===== config.mk =====
export PLATFORM = sky130hd
export DESIGN_NAME = cpu_core_param_flat
export DESIGN_NICKNAME = d
export VERILOG_FILES = /design/src/rtl/cpu_core_param_if.sv /design/src/rtl/cpu_core_param.sv /design/src/flat_wrapper.sv
export SDC_FILE = /design/constraint.sdc
export NUM_CORES = 1
export LEC_CHECK = 0
export CORE_UTILIZATION = 40
export CTS_CLUSTER_DIAMETER = 50
export CTS_CLUSTER_SIZE = 25
export DETAILED_ROUTE_END_ITERATION = 10
export PLACE_DENSITY_LB_ADDON = 0.25
export SYNTH_ARGS = -nofsm -noshare
export SYNTH_HDL_FRONTEND = slang
export SYNTH_SLANG_ARGS = --single-unit

===== constraint.sdc =====
create_clock -name clk -period 4.5 [get_ports clk]
set_clock_uncertainty 0.2 [all_clocks]
set_input_delay 0.45 -clock clk [delete_from_list [all_inputs] [get_ports clk]]
set_output_delay 0.45 -clock clk [all_outputs]
set_load 0.01 [all_outputs]

===== src/rtl/cpu_core_param_if.sv =====
// Program-load port and architectural status of the parametrised accumulator CPU.
interface cpu_core_param_if #(
    parameter int unsigned DATA_W = 4,
    parameter int unsigned ADDR_W = 4
);
    // Run control and program/data load port
    logic              start;
    logic              prog_we;
    logic              prog_sel;
    logic [ADDR_W-1:0] prog_addr;
    logic [DATA_W-1:0] prog_data;

    // Architectural state visible to the host
    logic [DATA_W-1:0] acc;
    logic [ADDR_W-1:0] pc;
    logic              zero;
    logic              carry;
    logic              busy;
    logic              halted;

    // Host side: issues start/program writes, observes status
    modport master (
        output start, prog_we, prog_sel, prog_addr, prog_data,
        input  acc, pc, zero, carry, busy, halted
    );

    // Core side
    modport slave (
        input  start, prog_we, prog_sel, prog_addr, prog_data,
        output acc, pc, zero, carry, busy, halted
    );
endinterface


===== src/rtl/cpu_core_param.sv =====
// Parametrised accumulator CPU: two-word instructions (opcode, operand), on-chip
// instruction and data memories, Z/C flags, branches and halt. Each instruction
// takes FETCH_OP, FETCH_ARG and EXEC, i.e. exactly three cycles.
module cpu_core_param #(
    parameter int unsigned DATA_W = 4,
    parameter int unsigned ADDR_W = 4
) (
    input logic             clk,
    input logic             reset_n,
    cpu_core_param_if.slave bus
);

    localparam int unsigned DEPTH = 1 << ADDR_W;

    typedef enum logic [2:0] {
        S_IDLE      = 3'd0,
        S_FETCH_OP  = 3'd1,
        S_FETCH_ARG = 3'd2,
        S_EXEC      = 3'd3,
        S_HALT      = 3'd4
    } state_e;

    typedef enum logic [3:0] {
        OP_NOP   = 4'h0,
        OP_LDA   = 4'h1,
        OP_ADD   = 4'h2,
        OP_SUB   = 4'h3,
        OP_AND   = 4'h4,
        OP_OR    = 4'h5,
        OP_XOR   = 4'h6,
        OP_XNOR  = 4'h7,
        OP_LDI   = 4'h8,
        OP_STA   = 4'h9,
        OP_JMP   = 4'hA,
        OP_JZ    = 4'hB,
        OP_JC    = 4'hC,
        OP_RSV_D = 4'hD,
        OP_RSV_E = 4'hE,
        OP_HLT   = 4'hF
    } opcode_e;

    // Architectural and control state
    state_e            state_q,   state_d;
    logic [DATA_W-1:0] acc_q,     acc_d;
    logic [ADDR_W-1:0] pc_q,      pc_d;
    opcode_e           ir_q,      ir_d;
    logic [DATA_W-1:0] operand_q, operand_d;
    logic              zero_q,    zero_d;
    logic              carry_q,   carry_d;
    logic              busy_q,    busy_d;
    logic              halted_q,  halted_d;

    // Memories (never reset; contents survive reset_n)
    logic [DATA_W-1:0] imem_q [DEPTH];
    logic [DATA_W-1:0] dmem_q [DEPTH];

    // Combinational memory read data and derived datapath values
    logic [DATA_W-1:0] imem_rd;
    logic [DATA_W-1:0] dmem_rd;
    logic [ADDR_W-1:0] target;
    logic [DATA_W:0]   sum;
    logic [DATA_W:0]   diff;
    logic              idle_or_halt;
    logic              sta_wr;

    // Memory write port controls
    logic              imem_we;
    logic              dmem_we;
    logic [ADDR_W-1:0] dmem_waddr;
    logic [DATA_W-1:0] dmem_wdata;

    // Memory reads, operand address and the extra-bit ALU results for carry/borrow
    always_comb begin
        target       = ADDR_W'(operand_q);
        imem_rd      = imem_q[pc_q];
        dmem_rd      = dmem_q[target];
        sum          = {1'b0, acc_q} + {1'b0, dmem_rd};
        diff         = {1'b0, acc_q} - {1'b0, dmem_rd};
        idle_or_halt = (state_q == S_IDLE) || (state_q == S_HALT);
    end

    // State and datapath registers; async reset aborts any instruction in flight
    always_ff @(posedge clk or negedge reset_n) begin
        if (!reset_n) begin
            state_q   <= S_IDLE;
            acc_q     <= '0;
            pc_q      <= '0;
            ir_q      <= OP_NOP;
            operand_q <= '0;
            zero_q    <= 1'b0;
            carry_q   <= 1'b0;
            busy_q    <= 1'b0;
            halted_q  <= 1'b0;
        end else begin
            state_q   <= state_d;
            acc_q     <= acc_d;
            pc_q      <= pc_d;
            ir_q      <= ir_d;
            operand_q <= operand_d;
            zero_q    <= zero_d;
            carry_q   <= carry_d;
            busy_q    <= busy_d;
            halted_q  <= halted_d;
        end
    end

    // Next-state sequencing: start is honoured only from IDLE or HALT
    always_comb begin
        state_d = state_q;
        case (state_q)
            S_IDLE, S_HALT: begin
                if (bus.start) begin
                    state_d = S_FETCH_OP;
                end
            end
            S_FETCH_OP:  state_d = S_FETCH_ARG;
            S_FETCH_ARG: state_d = S_EXEC;
            S_EXEC:      state_d = (ir_q == OP_HLT) ? S_HALT : S_FETCH_OP;
            default:     state_d = S_IDLE;
        endcase
    end

    // Datapath: instruction fetch, operand fetch and execution
    always_comb begin
        acc_d     = acc_q;
        pc_d      = pc_q;
        ir_d      = ir_q;
        operand_d = operand_q;
        zero_d    = zero_q;
        carry_d   = carry_q;
        sta_wr    = 1'b0;
        case (state_q)
            S_IDLE, S_HALT: begin
                if (bus.start) begin
                    pc_d = '0;
                end
            end
            S_FETCH_OP: begin
                ir_d = opcode_e'(imem_rd[3:0]);
                pc_d = pc_q + ADDR_W'(1);
            end
            S_FETCH_ARG: begin
                operand_d = imem_rd;
                pc_d      = pc_q + ADDR_W'(1);
            end
            S_EXEC: begin
                case (ir_q)
                    OP_LDA:  acc_d = dmem_rd;
                    OP_ADD:  {carry_d, acc_d} = sum;
                    OP_SUB: begin
                        acc_d   = diff[DATA_W-1:0];
                        carry_d = diff[DATA_W];
                    end
                    OP_AND:  acc_d = acc_q & dmem_rd;
                    OP_OR:   acc_d = acc_q | dmem_rd;
                    OP_XOR:  acc_d = acc_q ^ dmem_rd;
                    OP_XNOR: acc_d = ~(acc_q ^ dmem_rd);
                    OP_LDI:  acc_d = operand_q;
                    OP_STA:  sta_wr = 1'b1;
                    OP_JMP:  pc_d = target;
                    OP_JZ: begin
                        if (zero_q) begin
                            pc_d = target;
                        end
                    end
                    OP_JC: begin
                        if (carry_q) begin
                            pc_d = target;
                        end
                    end
                    default: ;
                endcase
                if (ir_q inside {[OP_LDA:OP_LDI]}) begin
                    zero_d = (acc_d == '0);
                end
            end
            default: ;
        endcase
    end

    // Registered status outputs decode the state being entered
    always_comb begin
        busy_d   = (state_d == S_FETCH_OP) || (state_d == S_FETCH_ARG) ||
                   (state_d == S_EXEC);
        halted_d = (state_d == S_HALT);
    end

    // Memory write port arbitration: host writes only while idle/halted, STA only in EXEC
    always_comb begin
        imem_we    = idle_or_halt && bus.prog_we && !bus.prog_sel;
        dmem_we    = (idle_or_halt && bus.prog_we && bus.prog_sel) || sta_wr;
        dmem_waddr = sta_wr ? target : bus.prog_addr;
        dmem_wdata = sta_wr ? acc_q  : bus.prog_data;
    end

    // Memory arrays; writes are suppressed while reset is asserted
    always_ff @(posedge clk) begin
        if (reset_n && imem_we) begin
            imem_q[bus.prog_addr] <= bus.prog_data;
        end
        if (reset_n && dmem_we) begin
            dmem_q[dmem_waddr] <= dmem_wdata;
        end
    end

    assign bus.acc    = acc_q;
    assign bus.pc     = pc_q;
    assign bus.zero   = zero_q;
    assign bus.carry  = carry_q;
    assign bus.busy   = busy_q;
    assign bus.halted = halted_q;

endmodule


===== src/flat_wrapper.sv =====
// flat-port wrapper written by rule: the top's interface ports become plain ports
module cpu_core_param_flat 
#(
    parameter int unsigned DATA_W = 4,
    parameter int unsigned ADDR_W = 4
)
  (clk, reset_n, bus_start, bus_prog_we, bus_prog_sel, bus_prog_addr, bus_prog_data, bus_acc, bus_pc, bus_zero, bus_carry, bus_busy, bus_halted);
  cpu_core_param_if #(.DATA_W(DATA_W), .ADDR_W(ADDR_W)) bus_i ();
  input logic clk;
  input logic reset_n;
  input wire logic [$bits(bus_i.start)-1:0] bus_start;
  input wire logic [$bits(bus_i.prog_we)-1:0] bus_prog_we;
  input wire logic [$bits(bus_i.prog_sel)-1:0] bus_prog_sel;
  input wire logic [$bits(bus_i.prog_addr)-1:0] bus_prog_addr;
  input wire logic [$bits(bus_i.prog_data)-1:0] bus_prog_data;
  output wire logic [$bits(bus_i.acc)-1:0] bus_acc;
  output wire logic [$bits(bus_i.pc)-1:0] bus_pc;
  output wire logic [$bits(bus_i.zero)-1:0] bus_zero;
  output wire logic [$bits(bus_i.carry)-1:0] bus_carry;
  output wire logic [$bits(bus_i.busy)-1:0] bus_busy;
  output wire logic [$bits(bus_i.halted)-1:0] bus_halted;
  assign bus_i.start = bus_start;
  assign bus_i.prog_we = bus_prog_we;
  assign bus_i.prog_sel = bus_prog_sel;
  assign bus_i.prog_addr = bus_prog_addr;
  assign bus_i.prog_data = bus_prog_data;
  assign bus_acc = bus_i.acc;
  assign bus_pc = bus_i.pc;
  assign bus_zero = bus_i.zero;
  assign bus_carry = bus_i.carry;
  assign bus_busy = bus_i.busy;
  assign bus_halted = bus_i.halted;
  cpu_core_param #(.DATA_W(DATA_W), .ADDR_W(ADDR_W)) u_core (.clk(clk), .reset_n(reset_n), .bus(bus_i));
endmodule

==> flow_metrics.py <==
metrics = {
    "layout": {
        "area_delta_synth_final_pct": 14.7,
        "fillCellCount": 1495,
        "drive_gt1_frac": 0.170,
        "instances_no_fill": 732,
        "final_nets": 523,
        "insertedDiodeCount": 0,
        "fin_area_sq_um": 8060,
    },
    "sta": {
        "fin_crit_ps": 3780,
        "maxSlewViolCount": 0,
        "finalHoldViolations": 0,
        "fmaxAchievable_mhz": 264,
        "worst_pin_slew_ps": 943,
        "finalSetupViolations": 0,
        "relSlewSlack": 0.371,
        "tns_ps": 0,
        "fin_crit_sh": 0.840,
        "grt_setup_unrepaired": "no",
    },
    "grt": {
        "first_global_vias": 4093,
        "overflow": 0,
        "grt_max_degree": 26,
        "antenna_found_initial": 0,
        "grt_pass1_wl_microns": 23600,
        "track_usage": 0.177,
    },
    "synth": {
        "synthFlopType": "edfxtp_1",
        "ys_seq_area_frac": 0.629,
        "ys_top_cells_by_count": "edfxtp_1 (128), nor2_1 (44), mux4_2 (25)",
        "synthesis.nets": 496,
        "avgSynthCellArea_sq_um": 15.0,
        "yosysMostFrequentCell": "edfxtp_1",
        "synthArstFlopShare": 0.152,
        "synth_seq_cells": 151,
        "syn_inst": 467,
        "synth_edf_count": 128,
        "synth_cell_type_count": 65,
        "yosys-top-cells-area": "edfxtp_1 (55%), dfrtp_1 (8.2%), mux4_2 (8.0%), mux4_1 (3.4%), ha_1 (2.5%)",
        "synth_top_area_cell": "edfxtp_1",
        "ys.warnings.count": 0,
        "yosysTopAreaCellShare": 0.547,
        "syn-cell-area_sq_um": 7030,
    },
    "die": {
        "die_h_microns": 135,
        "core-area_sq_um": 17200,
        "start_util": 0.408,
        "boundaryPins": 25,
        "rows": 48,
        "die_area_sq_um": 18100,
        "dieWidth_microns": 135,
    },
    "clock_tree": {
        "clk_path_buf_depth": 2,
        "post-cts-setup-buffers": 0,
        "clk_latency_ps": 420,
        "ctsHoldBuffers": 0,
        "cts_buffers": 17,
        "cts_max_level": 4,
        "numClockSinks": 151,
        "clk_pin_slew_worst_paths_ps": 60,
        "root_buffer": "clkbuf_16",
        "cts.repair.resized": 0,
        "tritoncts": "built",
    },
    "critical_path": {
        "path_cells": "buf_4 -> mux4_1 -> mux2i_1 -> mux2_2 -> inv_1 -> ha_1 -> fa_1 -> nor2b_1 -> xnor2_1 -> o22a_1 -> o221a_2 -> o22ai_2 -> o41ai_2",
        "crit_buf_inv": 2,
        "crit_family": "multiplexers",
        "max_stage_delay_ps": 620,
        "crit_slowest_cell": "mux4_1",
        "ff2ff_setup_slack_ps": 720,
        "cp-end-kind": "register",
        "worst_ep_required_time_ps": 4620,
        "regToRegStartpoint": "u_core.operand_q[0]",
        "path_class": "register to register",
        "r2r_cells": 13,
        "r2r_end": "u_core.bus.zero",
        "cp_data_arrival_time_ps": 3900,
        "start_kind": "register",
        "worstPathMaxFanout": 20,
    },
    "hold_path": {
        "hold_start": "u_core.bus.zero",
        "hold_path_class": "register to register",
        "whs_path_depth": 2,
        "hold_end": "u_core.bus.zero",
    },
    "power": {
        "p_clk_frac": 0.261,
        "switching_share": 0.352,
        "total_power_mw": 5.31,
        "pwr-share-seq": 0.365,
        "p_int_mw": 3.44,
        "ir_drop_mv": 0.273,
        "leakagePower_nw": 2.76,
        "switching_power_mw": 1.86,
        "powerDensity_nw_per_um2": 658,
        "combPwrFrac": 0.375,
    },
    "placement": {
        "place_congestion": 0.856,
        "dp_hpwl_microns": 10400,
        "detailed_place.area_sq_um": 7480,
        "dp.cells": 700,
        "io_buffers": 24,
    },
    "outcome": {
        "violations": "DRC",
        "status": "finished, violations left",
    },
    "routing": {
        "vias": 4033,
        "drc_errors": 1,
        "drt-wirelength-per-cell_microns": 20.5,
        "drtIter0Drc": 511,
        "ant_nets": 0,
        "firstDrtPassIters": 8,
        "viasPerCell": 5.51,
        "routed_wl_microns": 15000,
    },
    "run": {
        "drv_cap": 0,
    },
}
## worst max path at each step
stage                             start              end  depth (start not counted)  slack, ps
finish              u_core.operand_q[0]  u_core.bus.zero                         13        720
global route        u_core.operand_q[0]  u_core.bus.zero                         13        510
CTS                 u_core.operand_q[0]  u_core.bus.zero                         13        710
detailed placement  u_core.operand_q[0]  u_core.bus.zero                         13        720
global placement    u_core.operand_q[0]  u_core.bus.zero                         13        820
floorplan           u_core.operand_q[0]  u_core.bus.zero                         13       1190
## metrics by stage
step	hold slack [ps]	setup slack (ps)	utilization
floorplan	-45.6	1190	-
global placement	324	820	0.434
detailed placement	337	724	0.434
CTS	353	709	0.468
global route	378	510	0.468
finish	342	718	0.468
## flip-flops by register name, summed over array words and instances (netlist names)
register           count
u_core.imem_q         64
u_core.ir_q            4
u_core.dmem_q         64
u_core.bus.busy        1
u_core.state_q         3
u_core.bus.zero        1
u_core.bus.carry       1
u_core.operand_q       4
u_core.bus.halted      1
u_core.bus.acc         4
u_core.bus.pc          4
## worst register-to-register path, stage by stage (launching register included)
cell     delay, ps
dfrtp_1        380
buf_4          350
mux4_1         630
mux2i_1        150
mux2_2         210
inv_1           70
ha_1           240
fa_1           400
nor2b_1        160
xnor2_1        170
o22a_1         140
o221a_2        190
o22ai_2         90
o41ai_2        320
## metal layers
metal	vias up	routed length (microns)	GRT usage
li1	1853	-	-
met3	17	611	0.0345
met5	-	0	0
met1	2052	7180	0.253
met4	0	226	0.0624
met2	111	6990	0.270
## power by group through the flow
stage	combinational [mW]	sequential [mW]	clock, mW
after detailed placement	1.99	1.97	0
after floorplan	1.65	1.76	0
after CTS	1.99	1.94	1.40
after global routing	2.18	1.97	1.45
final	1.99	1.94	1.38
after global placement	1.95	1.97	0
## placed cells by master (no fill, tap or decap), types with 3 or more instances in the layout
cell	instances
clkinv_4	3
o22ai_1	5
nand3_1	9
buf_4	9
nor2_1	44
inv_6	3
a211oi_1	4
o211ai_1	3
and2_1	3
o21ai_0	17
nand2b_1	9
dfrtp_1	23
edfxtp_1	128
clkbuf_16	17
nand2_1	24
clkdlybuf4s50_1	24
nor3_1	11
mux2_2	12
nand3b_1	3
xnor2_1	4
mux4_1	9
mux2i_1	9
clkinv_2	4
inv_1	17
nor2b_1	13
mux4_2	25
a21oi_1	12
ha_1	14
## cell families (layout without fill, tap and decap cells)
group	Yosys count	after routing	share of synthesized area
xor+xnor	5	5	0.00623
simple gates	130	130	0.0922
flops	151	151	0.629
mux	56	56	0.147
buf+inv	43	83	0.0285
compound gates	66	66	0.0661
fa+ha+maj	16	16	0.0306
## cell type report
class                   count  area (sq um)  area share
multi-input cells         273          2410       0.299
clock buffers              17           425      0.0528
flip-flops and latches    151          4420       0.548
clock inverters            15           151      0.0188
inverters                  18          67.6     0.00838
well taps                 225           282      0.0349
repair buffers             33           308      0.0382
Note: power is estimated with default switching activity, not from simulation.
